## src/rtl/keypad_encoder_n.sv

```systemverilog
// Debounced priority keypad encoder with a free-running clock divider.
// Optional auto-repeat is built only when the macro KEY_REPEAT_EN is defined.
// Ports:
//   clk       - single clock; all state changes on its rising edge
//   resetn    - asynchronous reset, active low
//   keypad    - raw asynchronous key lines, active high, one per key
//   enablen   - keypad enable, active low
//   code_out  - binary index of the last accepted key
//   loadn     - low while a debounced key is held
//   key_valid - one-cycle pulse per accepted key event
//   pgt_1hz   - registered divided clock (enablen=1) or ~loadn (enablen=0)
module keypad_encoder_n #(
  parameter int NUM_KEYS        = 10,
  parameter int CODE_W          = 4,
  parameter int DEBOUNCE_CYCLES = 4,
  parameter int DIV_RATIO       = 100,
  parameter int REPEAT_CYCLES   = 50
) (
  input  logic                clk,
  input  logic                resetn,
  input  logic [NUM_KEYS-1:0] keypad,
  input  logic                enablen,
  output logic [CODE_W-1:0]   code_out,
  output logic                loadn,
  output logic                key_valid,
  output logic                pgt_1hz
);

  localparam int CW = $clog2(DEBOUNCE_CYCLES + 1);
  localparam int DW = $clog2(DIV_RATIO);

  if (NUM_KEYS < 2 || NUM_KEYS > 64) begin : g_bad_keys
    $error("NUM_KEYS out of range");
  end
  if (CODE_W < $clog2(NUM_KEYS)) begin : g_bad_code
    $error("CODE_W too narrow");
  end
  if (DEBOUNCE_CYCLES < 1) begin : g_bad_deb
    $error("DEBOUNCE_CYCLES must be >= 1");
  end
  if (DIV_RATIO < 2 || (DIV_RATIO % 2) != 0) begin : g_bad_div
    $error("DIV_RATIO must be even and >= 2");
  end
  if (REPEAT_CYCLES < 1) begin : g_bad_rep
    $error("REPEAT_CYCLES must be >= 1");
  end

  typedef enum logic [1:0] {
    S_IDLE,
    S_DEBOUNCE,
    S_PRESSED,
    S_RELEASE
  } state_t;

  state_t state, state_n;

  logic [NUM_KEYS-1:0] s1, s2;
  logic [CODE_W-1:0]   pri, cand, cand_n, code_n;
  logic [CW-1:0]       cnt, cnt_n;
  logic [DW-1:0]       div;
  logic                div_clk;
  logic                any;
  logic                loadn_n, kv_n;

`ifdef KEY_REPEAT_EN
  localparam int RW = $clog2(REPEAT_CYCLES + 1);
  logic [RW-1:0] rep, rep_n;
`endif

  // Highest asserted index wins: later loop iterations override.
  always_comb begin
    pri = '0;
    for (int i = 0; i < NUM_KEYS; i++) begin
      if (s2[i]) pri = CODE_W'(i);
    end
  end

  assign any     = |s2;
  assign div_clk = int'(div) < DIV_RATIO / 2;

  always_comb begin
    state_n = state;
    cnt_n   = cnt;
    cand_n  = cand;
    code_n  = code_out;
    loadn_n = loadn;
    kv_n    = 1'b0;
`ifdef KEY_REPEAT_EN
    rep_n   = '0;
`endif
    if (enablen) begin
      state_n = S_IDLE;
      loadn_n = 1'b1;
      cnt_n   = '0;
    end else begin
      unique case (state)
        S_IDLE: begin
          if (any) begin
            state_n = S_DEBOUNCE;
            cnt_n   = CW'(1);
            cand_n  = pri;
          end
        end
        S_DEBOUNCE: begin
          if (!any) begin
            state_n = S_IDLE;
            cnt_n   = '0;
          end else if (pri != cand) begin
            cand_n = pri;
            cnt_n  = CW'(1);
          end else if (int'(cnt) + 1 >= DEBOUNCE_CYCLES) begin
            state_n = S_PRESSED;
            code_n  = cand;
            loadn_n = 1'b0;
            kv_n    = 1'b1;
            cnt_n   = '0;
          end else begin
            cnt_n = cnt + CW'(1);
          end
        end
        S_PRESSED: begin
          if (!any) begin
            state_n = S_RELEASE;
            cnt_n   = CW'(1);
          end else begin
`ifdef KEY_REPEAT_EN
            if (int'(rep) + 1 >= REPEAT_CYCLES) begin
              kv_n  = 1'b1;
              rep_n = '0;
            end else begin
              rep_n = rep + RW'(1);
            end
`endif
          end
        end
        S_RELEASE: begin
          if (any) begin
            state_n = S_PRESSED;
            cnt_n   = '0;
          end else if (int'(cnt) + 1 >= DEBOUNCE_CYCLES) begin
            state_n = S_IDLE;
            loadn_n = 1'b1;
            cnt_n   = '0;
          end else begin
            cnt_n = cnt + CW'(1);
          end
        end
        default: state_n = S_IDLE;
      endcase
    end
  end

  always_ff @(posedge clk or negedge resetn) begin
    if (!resetn) begin
      s1        <= '0;
      s2        <= '0;
      state     <= S_IDLE;
      cnt       <= '0;
      cand      <= '0;
      code_out  <= '0;
      loadn     <= 1'b1;
      key_valid <= 1'b0;
      div       <= '0;
      pgt_1hz   <= 1'b0;
`ifdef KEY_REPEAT_EN
      rep       <= '0;
`endif
    end else begin
      s1        <= keypad;
      s2        <= s1;
      state     <= state_n;
      cnt       <= cnt_n;
      cand      <= cand_n;
      code_out  <= code_n;
      loadn     <= loadn_n;
      key_valid <= kv_n;
      div       <= (int'(div) == DIV_RATIO - 1) ? '0 : div + DW'(1);
      pgt_1hz   <= enablen ? div_clk : ~loadn;
`ifdef KEY_REPEAT_EN
      rep       <= rep_n;
`endif
    end
  end

endmodule

```

## config.mk

```make
export PLATFORM = sky130hd
export DESIGN_NAME = keypad_encoder_n
export DESIGN_NICKNAME = d
export VERILOG_FILES = /design/src/rtl/keypad_encoder_n.sv
export SDC_FILE = /design/constraint.sdc
export NUM_CORES = 1
export LEC_CHECK = 0
export CORE_ASPECT_RATIO = 0.7
export CORE_MARGIN = 8
export CORE_UTILIZATION = 39
export DETAILED_ROUTE_END_ITERATION = 10
export SYNTH_ARGS = -nofsm -noshare
export SYNTH_HDL_FRONTEND = slang
export SYNTH_SLANG_ARGS = --single-unit
```

## constraint.sdc

```tcl
create_clock -name clk -period 2.59 [get_ports clk]
set_input_delay 0.6475 -clock clk [delete_from_list [all_inputs] [get_ports clk]]
set_output_delay 0.6475 -clock clk [all_outputs]
set_load 0.005 [all_outputs]
```

==> run metrics <==
Period Utilization, post-route around 83%; Non-Filler Instances roughly 230; Rel. slew slack between 30% and 40%; critical path fanouts, max 5; ant diodes 0; First-pass DRT Iterations 4; P per Cell Area ~580 mW/mm²; crit start category flip-flop; DIE WIDTH between 90 and 100 µm; Starting Density between 40% and 50%; post-CTS resize count 0; Die Y roughly 72 µm; WP data arrival 2.32 ns; Synth-to-Final Area Change 20.2%; FMAX approximately 0.47 GHz; Post-synth ARST share 100%; vias per inst roughly 5.2; fin crit period roughly 2.1 ns; wire per inst about 14 µm; Clk Latency, worst-skew pair 0.29 ns; CP required between 2 and 3 ns; DR vias roughly 1200; number of synthesized flops with an enable pin 0; Area contributors post-synth dfrtp_1 59%, nor2_1 3.0%, mux2_1 2.5%; largest net degree at the start of global routing 44; outcome completed; boundary pin count 20; share of cells above drive strength 1 11.6%; Clock Path Buffers 2; TritonCTS clock tree built; Crit-path slowest cell dfrtp_1; VDD IR max roughly 0.27 mV; clk_skew about 0.0033 ns; Setup WS post-layout approximately 0.45 ns; DP Wirelength between 2000 and 2500 µm; measured slew at the worst slew-check pin 0.907 ns; grt ovf 0; unrepaired setup endpoints after global routing false; H-tree levels 2; syn nets 160; #FFs+latches synth 43; clock sinks 43; DRT iter0 DRCs a little under 100; Post-Route WL about 3100 µm; Setup CP Type flip-flop to flip-flop; TritonCTS Buffers 5; Routed Antenna Nets 0; pre-CTS WS around 0.45 ns; # rows 20; final-report hold violation count 0; GP Congestion a little under 0.8; Port Buffer Count 19; synthesized area around 0.0018 mm²; Max Cap Viol 0; top-count cell post-synth dfrtp_1; Most used DFF post-synth dfrtp_1; Yosys top cell by area dfrtp_1; clock transition at the registers of the reported paths roughly 0.08 ns; Final Max Tran Viols 0; post-cts hold buffer count 0; top cell type's share of synthesized area between 50% and 60%; postcts setup bufs 0; register area share after synthesis between 60% and 70%; core area between 0.004 and 0.005 mm²; Total Negative Setup Slacks 0 ns; vias in the first global route between 1000 and 1500; placed insts 220; CP endpoint kind flip-flop; first-pass GRT wire length about 5600 µm; Mapped Cells around 150; Setup Viol. Count Final 0; peak per-stage delay on the critical path 0.45 ns; initial antenna violation count 0; Commonest cells post-synth 42 x dfrtp_1, 14 x nor2_1, 7 x inv_1, 7 x nand2_1, 6 x nand3_1; crit path cell chain nor4_4 > nor3_1 > and3_1 > o311a_4 > a21bo_4 > mux2_4; Worst Hold Class flip-flop to flip-flop; die area 0.00698 mm²; Tot GR Track Use roughly 10%; DR DRC count 0; LEAKAGE between 0.0009 and 0.001 µW; post-synth cell types 45; final-stage net count 187; Ys Warns 0; syn_area_per_cell between 10 and 15 µm²; Root Driver clkbuf_8
==> kinds of logic (layout without fill, tap and decap cells) <==
group / count (synthesis) / in the layout / share of synthesized area, %
simple gates: 49 / 49 / 14.9
flops: 43 / 43 / 60.9
compound gates: 28 / 28 / 13.0
buf+inv: 10 / 38 / 2.12
mux: 7 / 7 / 4.53
xor+xnor: 5 / 5 / 2.48
fa+ha+maj: 3 / 3 / 1.98
==> layer usage <==
layer | routed length (µm) | GRT usage (%) | share of wire (%)
met1 | 1530 | 14.1 | 49
met2 | 1310 | 13.5 | 42
met3 | 212 | 4.12 | 6.8
met4 | 58 | 5.02 | 1.9
met5 | 0 | 0 | 0
==> path summary, 6_finish.rpt <==
check                             from     endpoint  slack (ns)  cells after the start
worst max-delay path             s2[7]      cand[2]        0.45                      6
worst min-delay path             s1[8]        s2[8]        0.35                      0
worst max register to register   s2[7]      cand[2]        0.45                      6
worst min register to register   s1[8]        s2[8]        0.35                      0
max in group asynchronous       resetn  code_out[0]        1.54                      1
min in group asynchronous       resetn       cnt[2]        0.48                      1
==> worst max-delay path, delay by kind of cell, from the launching register on <==
family / cells / cell delay [ns]
AOI/OAI and AO/OA: 2 / 0.64
DFF: 1 / 0.45
muxes: 1 / 0.29
and+or+nand+nor: 3 / 0.65
==> registers in the layout (all words and copies together), names as in the netlist <==
name       count
s1            10
s2            10
div            7
cand           4
code_out       4
cnt            3
state          2
key_valid      1
loadn          1
pgt_1hz        1
==> per-stage QoR <==
stage | instance area (µm²) | utilization (%) | hold slack (ns) | total power (µW)
floorplan | 1770 | - | 0.331 | 785
global placement | 2040 | 46.8 | 0.332 | 836
detailed placement | 2040 | 46.8 | 0.336 | 841
CTS | 2130 | 48.8 | 0.355 | 1250
global route | 2130 | 48.8 | 0.361 | 1310
finish | 2130 | 48.8 | 0.352 | 1230
==> layout by cell type, fill, tap and decap left out, types with 3 or more instances in the layout <==
master            n
a21oi_1           3
a31oi_1           3
and3_1            4
buf_4             3
clkbuf_8          5
clkdlybuf4s50_1  18
dfrtp_1          42
inv_1             7
mux2_1            4
nand2_1           7
nand3_1           6
nor2_1           14
nor3_1            4
nor4_1            3
o21ai_0           5
xnor2_1           4
==> power by group <==
| group | internal (µW) | switching [µW] |
|---|---|---|
| Combinational | 52.9 | 48.0 |
| Sequential | 698 | 25.6 |
| Clock | 187 | 222 |
| Total | 939 | 296 |
==> layout make-up <==
cell class,instances,area [µm²]
clock buffer,5,68.8
clock inverter,3,20.0
fill,407,2230
inverter,8,30.0
multi-input combinational,92,653
sequential,43,1080
tap,55,68.8
timing repair buffer,22,208
No activity file was read; power rests on OpenSTA's default activity.
